--- config.mk ---
export PLATFORM = sky130hd
export DESIGN_NAME = dds_gen
export DESIGN_NICKNAME = d
export VERILOG_FILES = /design/src/rtl/dds_gen.sv
export SDC_FILE = /design/constraint.sdc
export NUM_CORES = 1
export LEC_CHECK = 0
export CAP_MARGIN = 5
export CORE_MARGIN = 2
export CORE_UTILIZATION = 35
export CTS_BUF_LIST = sky130_fd_sc_hd__clkbuf_8
export CTS_CLUSTER_SIZE = 10
export DETAILED_ROUTE_END_ITERATION = 10
export HOLD_SLACK_MARGIN = 0.08
export PLACE_DENSITY_LB_ADDON = 0.3
export SLEW_MARGIN = 5
export SYNTH_ARGS = -nofsm -noshare
export SYNTH_HDL_FRONTEND = slang
export SYNTH_SLANG_ARGS = --single-unit
--- constraint.sdc ---
create_clock -name sys_clk -period 6.8 [get_ports sys_clk]
set_input_delay 1.36 -clock sys_clk [delete_from_list [all_inputs] [get_ports sys_clk]]
set_output_delay 1.36 -clock sys_clk [all_outputs]
set_load 0.01 [all_outputs]
--- src/rtl/dds_gen.sv ---
// dds_gen: parametrised DDS generator with continuous/burst/sweep run control.
// Linear frequency sweep is built only when DDS_GEN_SWEEP_EN is defined.
module dds_gen #(
  parameter int PHASE_W = 32,
  parameter int ADDR_W  = 12,
  parameter int DATA_W  = 8,
  parameter int AMP_W   = 9,
  parameter int CNT_W   = 16
) (
  input  logic               sys_clk,
  input  logic               sys_rst,
  input  logic               start,
  input  logic               stop,
  input  logic [1:0]         mode,
  input  logic [1:0]         wave_sel,
  input  logic [PHASE_W-1:0] freq_ctl,
  input  logic [ADDR_W-1:0]  phase_ctl,
  input  logic [AMP_W-1:0]   amp_ctl,
  input  logic [CNT_W-1:0]   burst_len,
  input  logic [PHASE_W-1:0] sweep_start,
  input  logic [PHASE_W-1:0] sweep_stop,
  input  logic [PHASE_W-1:0] sweep_step,
  input  logic [CNT_W-1:0]   sweep_dwell,
  output logic [ADDR_W-1:0]  rom_addr,
  input  logic [DATA_W-1:0]  rom_data,
  output logic [DATA_W-1:0]  data_out,
  output logic               out_valid,
  output logic               busy,
  output logic               done,
  output logic               sweep_wrap
);

  typedef enum logic [1:0] {IDLE, RUN, BURST, SWEEP} state_t;

  localparam logic [CNT_W-1:0]  CNT_ONE = CNT_W'(1);
  localparam logic [DATA_W-1:0] MID     = {1'b1, {(DATA_W-1){1'b0}}};
  localparam logic [AMP_W-1:0]  AMP_MAX = {1'b1, {(AMP_W-1){1'b0}}};

  state_t             state, state_nxt;
  logic [PHASE_W-1:0] acc, inc;
  logic [PHASE_W:0]   acc_sum;
  logic               wrap, last_wrap, done_nxt;
  logic [CNT_W-1:0]   wrap_cnt, burst_tgt;

  assign busy      = (state != IDLE);
  assign acc_sum   = {1'b0, acc} + {1'b0, inc};
  assign wrap      = acc_sum[PHASE_W];
  assign burst_tgt = (burst_len == '0) ? CNT_ONE : burst_len;
  assign last_wrap = wrap && (wrap_cnt == burst_tgt - CNT_ONE);

`ifdef DDS_GEN_SWEEP_EN
  logic [PHASE_W-1:0] freq_cur;
  logic [CNT_W-1:0]   dwell_cnt, dwell_tgt;
  logic [PHASE_W:0]   cand;
  logic               step_now;

  assign inc       = (state == SWEEP) ? freq_cur : freq_ctl;
  assign dwell_tgt = (sweep_dwell == '0) ? CNT_ONE : sweep_dwell;
  assign step_now  = (state == SWEEP) && (dwell_cnt == dwell_tgt - CNT_ONE);
  assign cand      = {1'b0, freq_cur} + {1'b0, sweep_step};

  // freq_cur tracks sweep_start outside SWEEP so entry needs no extra load
  always_ff @(posedge sys_clk) begin
    if (sys_rst) begin
      freq_cur   <= '0;
      dwell_cnt  <= '0;
      sweep_wrap <= 1'b0;
    end else begin
      sweep_wrap <= 1'b0;
      if (state != SWEEP) begin
        freq_cur  <= sweep_start;
        dwell_cnt <= '0;
      end else if (step_now) begin
        dwell_cnt <= '0;
        if (cand > {1'b0, sweep_stop}) begin
          freq_cur   <= sweep_start;
          sweep_wrap <= 1'b1;
        end else begin
          freq_cur <= cand[PHASE_W-1:0];
        end
      end else begin
        dwell_cnt <= dwell_cnt + CNT_ONE;
      end
    end
  end
`else
  logic unused_sweep;

  assign inc          = freq_ctl;
  assign sweep_wrap   = 1'b0;
  assign unused_sweep = ^{sweep_start, sweep_stop, sweep_step, sweep_dwell};
`endif

  always_comb begin
    state_nxt = state;
    done_nxt  = 1'b0;
    if (stop) begin
      state_nxt = IDLE;
    end else begin
      unique case (state)
        IDLE: begin
          if (start) begin
            unique case (mode)
              2'd1:    state_nxt = BURST;
`ifdef DDS_GEN_SWEEP_EN
              2'd2:    state_nxt = SWEEP;
`endif
              default: state_nxt = RUN;
            endcase
          end
        end
        BURST: begin
          if (last_wrap) begin
            state_nxt = IDLE;
            done_nxt  = 1'b1;
          end
        end
        default: ;
      endcase
    end
  end

  always_ff @(posedge sys_clk) begin
    if (sys_rst) begin
      state    <= IDLE;
      acc      <= '0;
      wrap_cnt <= '0;
      done     <= 1'b0;
    end else begin
      state <= state_nxt;
      done  <= done_nxt;
      if (state == IDLE || state_nxt == IDLE)
        acc <= '0;
      else
        acc <= acc_sum[PHASE_W-1:0];
      if (state != BURST)
        wrap_cnt <= '0;
      else if (wrap)
        wrap_cnt <= wrap_cnt + CNT_ONE;
    end
  end

  logic [ADDR_W-1:0]               addr_d;
  logic [3:0]                      vld;
  logic [DATA_W-1:0]               wave, y;
  logic [AMP_W-1:0]                amp_c;
  logic signed [DATA_W:0]          wave_c;
  logic signed [AMP_W:0]           gain;
  logic signed [DATA_W+AMP_W+1:0]  prod;

  // addr_d lines computed waves up with the ROM's own read register
  always_comb begin
    wave = rom_data;
    unique case (wave_sel)
      2'd1:    wave = {DATA_W{addr_d[ADDR_W-1]}};
      2'd2:    wave = addr_d[ADDR_W-1] ? ~addr_d[ADDR_W-2 -: DATA_W]
                                       :  addr_d[ADDR_W-2 -: DATA_W];
      2'd3:    wave = addr_d[ADDR_W-1 -: DATA_W];
      default: wave = rom_data;
    endcase
  end

  assign amp_c  = (amp_ctl > AMP_MAX) ? AMP_MAX : amp_ctl;
  assign gain   = $signed({1'b0, amp_c});
  assign wave_c = $signed({1'b0, wave}) - $signed({1'b0, MID});
  assign prod   = wave_c * gain;

  assign out_valid = vld[3];

  always_ff @(posedge sys_clk) begin
    if (sys_rst) begin
      rom_addr <= '0;
      addr_d   <= '0;
      vld      <= '0;
      y        <= '0;
      data_out <= MID;
    end else begin
      rom_addr <= acc[PHASE_W-1 -: ADDR_W] + phase_ctl;
      addr_d   <= rom_addr;
      vld      <= {vld[2:0], busy};
      y        <= vld[1] ? DATA_W'(prod >>> (AMP_W-1)) : '0;
      data_out <= y + MID;
    end
  end

endmodule

==> impl_metrics.csv, run 1 <==
group,metric,value,unit
critical_path,cp.required,7.11,ns
critical_path,slowest_delay,0.52,ns
run,cap_violations,0,
final_layout,n_fill_cell,2261,
place,dp.cells,1383,
synth,synth_top_cell_area_share,0.232,
sta,worst_pin_slew,0.790,ns
synth,synth_top_family_by_area,"adder cells",
detailed_routing,totalWireLength,19300,um
sta,grt_setup_unrepaired,"false",
critical_path,cp-end-kind,"flop",
power_and_ir_drop,total_power,1.74,mW
hold_path,min_path_type,"reg -> reg",
sta,final_hold_viol_count,0,
synth,yosys_warnings,0,
clock_tree,clk_latency,0.38,ns
global_route,antenna_found_initial,3,
synth,synth_flop_cell,"dfxtp_1",
synth,synth-edff-count,0,
critical_path,ff2ff_setup_slack,1.13,ns
place,io_buffer_count,107,
sta,max-slew-margin-rel,0.468,
critical_path,crit_fanout,6,
synth,avgSynthCellArea,8.25,um^2
synth,synth-simple-area-share,0.236,
synth,synth_area_leaders,"dfxtp_1, fa_1, ha_1, nand2_1, nor2_1",
global_route,grt-ovfl-total,0,
critical_path,r2r_start,"addr_d[11]",
power_and_ir_drop,cellPowerDensity,175,nW/um^2
detailed_routing,first_pass_iters,4,
synth,synthCells,964,
clock_tree,cts.htree.levels,3,
synth,syn_area,7950,um^2
final_layout,layout.area.seq,1840,um^2
final_layout,instances_no_fill,1403,
synth,synth_mux_area_frac,0.0138,
place,place_congestion,0.886,
global_route,track_usage,0.168,
critical_path,crit_chain,"clkdlybuf4s50_1 > buf_4 > nor2b_1 > nand2_1 > fa_1 > inv_1 > fa_1 > inv_1 > fa_1 > inv_1 > fa_1 > ha_1 > ha_1 > a21o_1 > or3_1 > a41oi_2 > nor3_2 > o41a_1 > or3_1 > a21oi_1",
critical_path,cp-start-kind,"input port",
power_and_ir_drop,leakagePower,4.49,nW
final_layout,multiInputGateArea,5730,um^2
critical_path,critPathCapture,"y[7]",
synth,ys_types,60,
die,die_width,155,um
sta,fin_setup_tns,0,ns
sta,period_needed,6.44,ns
sta,drv_slew,0,
die,start_util,0.353,
detailed_routing,post-route-drc-count,0,
clock_tree,clock_sinks,92,
die,top_level_ports,221,
die,die-area,23900,um^2
sta,final.period_utilization,0.948,
synth,ys_seq_elements,92,
synth,yosysSeqAreaShare,0.232,
critical_path,critPathMostFrequentCell,"fa_1",
clock_tree,cts.clk_slew.worst_paths,0.10,ns
final_layout,fin_nets,1440,
critical_path,worst-setup-path-type,"in -> reg",
run_status,status,"finished clean",
synth,synth_fa_ha_area_frac,0.254,
synth,synthXorXnorAreaFrac,0.0595,
detailed_routing,via_per_inst,4.96,
sta,max_freq,155,MHz
synth,syn-num-nets,1292,
die,row_count,55,
global_route,grt_max_degree,37,
synth,synth_compound_area_frac,0.147,
global_route,grt_pass1_vias,6836,
detailed_routing,drt_iter0_markers,253,
final_layout,drive_gt1_frac,0.0833,
die,fp.dieH,155,um
critical_path,r2r-end,"y[7]",
power_and_ir_drop,vdd_drop_max,0.101,mV
detailed_routing,ant_nets,0,
critical_path,cp.arrival,6.75,ns
sta,fin_skew,0.0173,ns
detailed_routing,vias,6952,
synth,synth.most_common_cell,"nand2_1",
synth,synthTopCellsByCount,"nand2_1, nor2_1, dfxtp_1",
clock_tree,cts_buffers,9,
clock_tree,cts-root-buf,"clkbuf_8",
global_route,grt_first_pass_wirelength,32800,um
critical_path,reg2reg_depth,19,
place,dp_hpwl,15900,um
clock_tree,cts_tree,"done",
synth,ys_async_sr_fraction,0,
detailed_routing,wire_per_inst,13.7,um
die,core,22500,um^2
sta,setup_viol,0,
clock_tree,cts_hold_buf,0,
synth,yosysTopAreaCell,"dfxtp_1",
critical_path,worst_path_max_delay_cell,"clkdlybuf4s50_1",
clock_tree,clk_path_buf_depth,2,
critical_path,cp-startpoint,"amp_ctl[8]",
final_layout,area_delta_synth_final,25.1,%
stage by stage:
step | util | setup slack, ns | hold slack (ns) | cell area (um^2)
final | 0.442 | 0.355 | 0.383 | 9950
after global routing | 0.442 | 0.0569 | 0.403 | 9950
after CTS | 0.441 | 0.0106 | 0.386 | 9920
after detailed placement | 0.432 | -0.522 | 0.362 | 9720
after global placement | 0.432 | -0.479 | 0.364 | 9720
after floorplan | - | 0.0160 | 0.356 | 8030
final cells by class:
class,instances,share of cell area
multi-input combinational,758,0.576
sequential,92,0.185
timing repair buffer,166,0.152
tap,285,0.0358
inverter,85,0.0321
clock buffer,9,0.0125
clock inverter,7,0.00591
antenna,1,0.000252
cell families (layout without fill, tap and decap cells):
family,count (synthesis),after routing
xor+xnor,54,54
flops,92,92
fa+ha+maj,131,131
mux,11,11
compound gates,178,178
simple gates,383,383
buf+inv,114,267
other cells,1,2
layout by cell type (no fill, tap or decap), drive strengths merged, types with 37 or more instances in the layout:
cell / n
inv: 86
dfxtp: 92
clkdlybuf4s50: 105
fa: 51
nor2: 96
o21ai: 37
ha: 80
nor2b: 37
buf: 59
nand2: 107
a21oi: 44
state kept, by name, indices dropped and copies added, names as in the netlist, 2 cells and up:
| name | count |
|---|---|
| wrap_cnt | 16 |
| rom_addr | 12 |
| vld | 4 |
| acc | 32 |
| data_out | 8 |
| state | 2 |
| addr_d | 9 |
| y | 8 |
what timing repair did:
action	4_1_cts	5_1_grt
cloned	0	0
setup endpoints to repair	2	5
hold endpoints to repair	0	0
buffers inserted	1	2
gates resized for setup	3	4
pin swaps	2	1
power by group:
group          switching (mW)  leakage [nW]  internal [mW]
Clock                   0.215        0.0921          0.139
Combinational           0.401          3.65          0.423
Sequential            0.00681         0.747          0.552
critical path, delay by kind of cell:
kind,cells,cell delay (ns)
AO/OA/AOI/OAI,4,0.86
adder cells (fa/ha/maj),6,2.56
buffers and inverters,5,0.88
AND/OR/NAND/NOR,5,1.09
worst min path at each step:
| stage | from | endpoint | slack [ns] | cells past startpoint |
|---|---|---|---|---|
| global placement | y[7] | data_out[7] | 0.36 | 1 |
| finish | y[7] | data_out[7] | 0.38 | 1 |
| global route | y[7] | data_out[7] | 0.40 | 1 |
| floorplan | y[7] | data_out[7] | 0.36 | 1 |
| detailed placement | y[7] | data_out[7] | 0.36 | 1 |
| CTS | y[7] | data_out[7] | 0.39 | 1 |
routing by layer:
layer,track usage,part of all wire
met2,0.281,0.47
met3,0.0244,0.037
met1,0.226,0.48
met4,0.0476,0.013
met5,0,0.00057
Note: power is estimated with default switching activity, not from simulation.
==> inputs of run 2 (changes only) <==
--- a/config.mk
+++ b/config.mk
@@ -5,7 +5,7 @@
 export SDC_FILE = /design/constraint.sdc
 export NUM_CORES = 1
 export LEC_CHECK = 0
-export CAP_MARGIN = 5
+export CAP_MARGIN = 25
 export CORE_MARGIN = 2
 export CORE_UTILIZATION = 35
 export CTS_BUF_LIST = sky130_fd_sc_hd__clkbuf_8
==> results of run 2 <==
Final layout, timing and power as in run 1 (identical DEF).
==> inputs of run 3 (changes only) <==
--- a/config.mk
+++ b/config.mk
@@ -5,9 +5,11 @@
 export SDC_FILE = /design/constraint.sdc
 export NUM_CORES = 1
 export LEC_CHECK = 0
-export CAP_MARGIN = 25
+export CAP_MARGIN = 20
+export CELL_PAD_IN_SITES_DETAIL_PLACEMENT = 0
+export CELL_PAD_IN_SITES_GLOBAL_PLACEMENT = 1
 export CORE_MARGIN = 2
-export CORE_UTILIZATION = 35
+export CORE_UTILIZATION = 33
 export CTS_BUF_LIST = sky130_fd_sc_hd__clkbuf_8
 export CTS_CLUSTER_SIZE = 10
 export DETAILED_ROUTE_END_ITERATION = 10
==> constraint.sdc (replaced) <==
create_clock -name sys_clk -period 6.8 [get_ports sys_clk]
set_input_delay 0.68 -clock sys_clk [delete_from_list [all_inputs] [get_ports sys_clk]]
set_output_delay 0.68 -clock sys_clk [all_outputs]
set_load 0.01 [all_outputs]
==> impl_metrics.csv, run 3 (same netlist as run 1, synthesis figures left out) <==
group,metric,value,unit
place,io_buffer_count,107,
sta,max_freq,156,MHz
final_layout,fin_nets,1417,
global_route,antenna_found_initial,1,
global_route,grt_max_degree,37,
clock_tree,cts-root-buf,"clkbuf_8",
global_route,grt-ovfl-total,0,
critical_path,ff2ff_setup_slack,0.97,ns
sta,fin_setup_tns,0,ns
clock_tree,clk_path_buf_depth,2,
clock_tree,clk_latency,0.38,ns
detailed_routing,via_per_inst,4.88,
final_layout,largest-register,"acc",
sta,holdWs,0.448,ns
critical_path,crit_chain,"clkdlybuf4s50_1 > buf_4 > nand2b_1 > o21ai_0 > a221oi_2 > buf_4 > nand2_1 > fa_1 > inv_1 > fa_1 > inv_1 > fa_1 > inv_1 > fa_1 > ha_1 > ha_1 > a21o_1 > or3_1 > a41oi_1 > nor3_1 > o41a_1 > or3_1 > a21oi_1",
sta,final.period_utilization,0.943,
critical_path,cp-start-kind,"input port",
final_layout,area_delta_synth_final,22.8,%
sta,worst_pin_slew,0.700,ns
sta,max-slew-margin-rel,0.533,
sta,grt_setup_unrepaired,"false",
die,die_width,159,um
critical_path,reg2reg_depth,22,
die,start_util,0.338,
final_layout,antennaDiodeCount,0,
sta,drv_slew,0,
critical_path,cp-end-kind,"flop",
run,cap_violations,0,
critical_path,critPathCapture,"y[7]",
power_and_ir_drop,leakagePower,4.37,nW
critical_path,cp_num_buf_inv,6,
place,place_congestion,0.832,
detailed_routing,ant_nets,0,
clock_tree,clock_sinks,92,
sta,period_needed,6.41,ns
die,core,23500,um^2
die,fp.dieH,159,um
die,row_count,56,
critical_path,path_depth,23,
critical_path,slowest_delay,0.53,ns
detailed_routing,wire_per_inst,14.0,um
detailed_routing,first_pass_iters,5,
critical_path,cp.required,7.11,ns
final_layout,final_cell_mix,"nand2_1, clkdlybuf4s50_1, nor2_1",
clock_tree,cts.htree.levels,3,
clock_tree,cts_buffers,9,
die,top_level_ports,221,
global_route,grt_pass1_vias,6913,
critical_path,critPathMostFrequentCell,"fa_1",
sta,setup_viol,0,
detailed_routing,totalWireLength,19800,um
global_route,track_usage,0.163,
critical_path,worst_path_max_delay_cell,"fa_1",
detailed_routing,post-route-drc-count,0,
power_and_ir_drop,cellPowerDensity,172,nW/um^2
hold_path,min_path_type,"reg -> reg",
sta,final_hold_viol_count,0,
critical_path,crit_fanout,7,
sta,setup_slack,0.387,ns
critical_path,cp.arrival,6.73,ns
final_layout,largest_reg_flops,32,
final_layout,reg_top3,"acc: 32 flops, wrap_cnt: 16 flops, rom_addr: 12 flops",
clock_tree,cts.clk_slew.worst_paths,0.10,ns
critical_path,cp-startpoint,"wave_sel[0]",
detailed_routing,drt_iter0_markers,371,
run_status,status,"finished clean",
critical_path,r2r_start,"addr_d[11]",
die,die-area,25400,um^2
power_and_ir_drop,vdd_drop_max,0.0947,mV
power_and_ir_drop,total_power,1.68,mW
critical_path,worst-setup-path-type,"in -> reg",
final_layout,drive_gt1_frac,0.0548,
final_layout,n_fill_cell,2496,
clock_tree,cts_tree,"done",
global_route,grt_first_pass_wirelength,34400,um
sta,fin_skew,0.0112,ns
critical_path,critPathTopFamily,"adder cells",
place,pre_cts_ws,-0.0615,ns
critical_path,r2r-end,"y[7]",
detailed_routing,vias,6895,
place,dp_hpwl,16000,um
clock_tree,cts_hold_buf,0,
run 3: repair_timing:
item | 4_1_cts | 5_1_grt
gates resized for setup | 0 | 1
endpoints found under the setup margin | 0 | 1
setup buffers | 0 | 1
run 3: area by class of cell:
cell class	instances	area (um^2)	share of cell area
repair buffers	143	1350	0.138
multi-input cells	758	5660	0.580
clock buffers	9	124	0.0127
clock inverters	7	75.1	0.00769
flip-flops and latches	92	1840	0.189
well taps	319	399	0.0409
inverters	85	319	0.0327
run 3: how the worst min path moves through the flow:
stage          startpoint     endpoint  slack (ns)  cells past startpoint
2_1_floorplan        y[7]  data_out[7]        0.36                      1
4_1_cts              y[2]  data_out[2]        0.45                      1
5_1_grt              y[4]  data_out[4]        0.46                      1
6_report             y[1]  data_out[1]        0.45                      1
3_5_place_dp         y[1]  data_out[1]        0.43                      1
3_3_place_gp       vld[0]       vld[1]        0.43                      1
run 3: through the flow:
step           std cells  area [um^2]  utilization
3_3_place_gp        1395         9550        0.406
3_5_place_dp        1395         9550        0.406
6_report            1413         9770        0.415
4_1_cts             1411         9750        0.414
5_1_grt             1413         9770        0.415
2_1_floorplan        964         7950            -
run 3: routing by layer:
| layer | global-route usage | vias up | routed length, um |
|---|---|---|---|
| li1 | - | 3556 | - |
| met1 | 0.217 | 3186 | 9410 |
| met2 | 0.269 | 128 | 8920 |
| met3 | 0.0406 | 23 | 1070 |
| met4 | 0.0364 | 2 | 342 |
| met5 | 0 | - | 11 |
run 3: power breakdown:
group          switching, mW  leakage, nW  internal, mW
Clock                  0.223       0.0975         0.173
Sequential           0.00660        0.747         0.552
Combinational          0.375         3.53         0.351
Total                  0.604         4.37          1.08
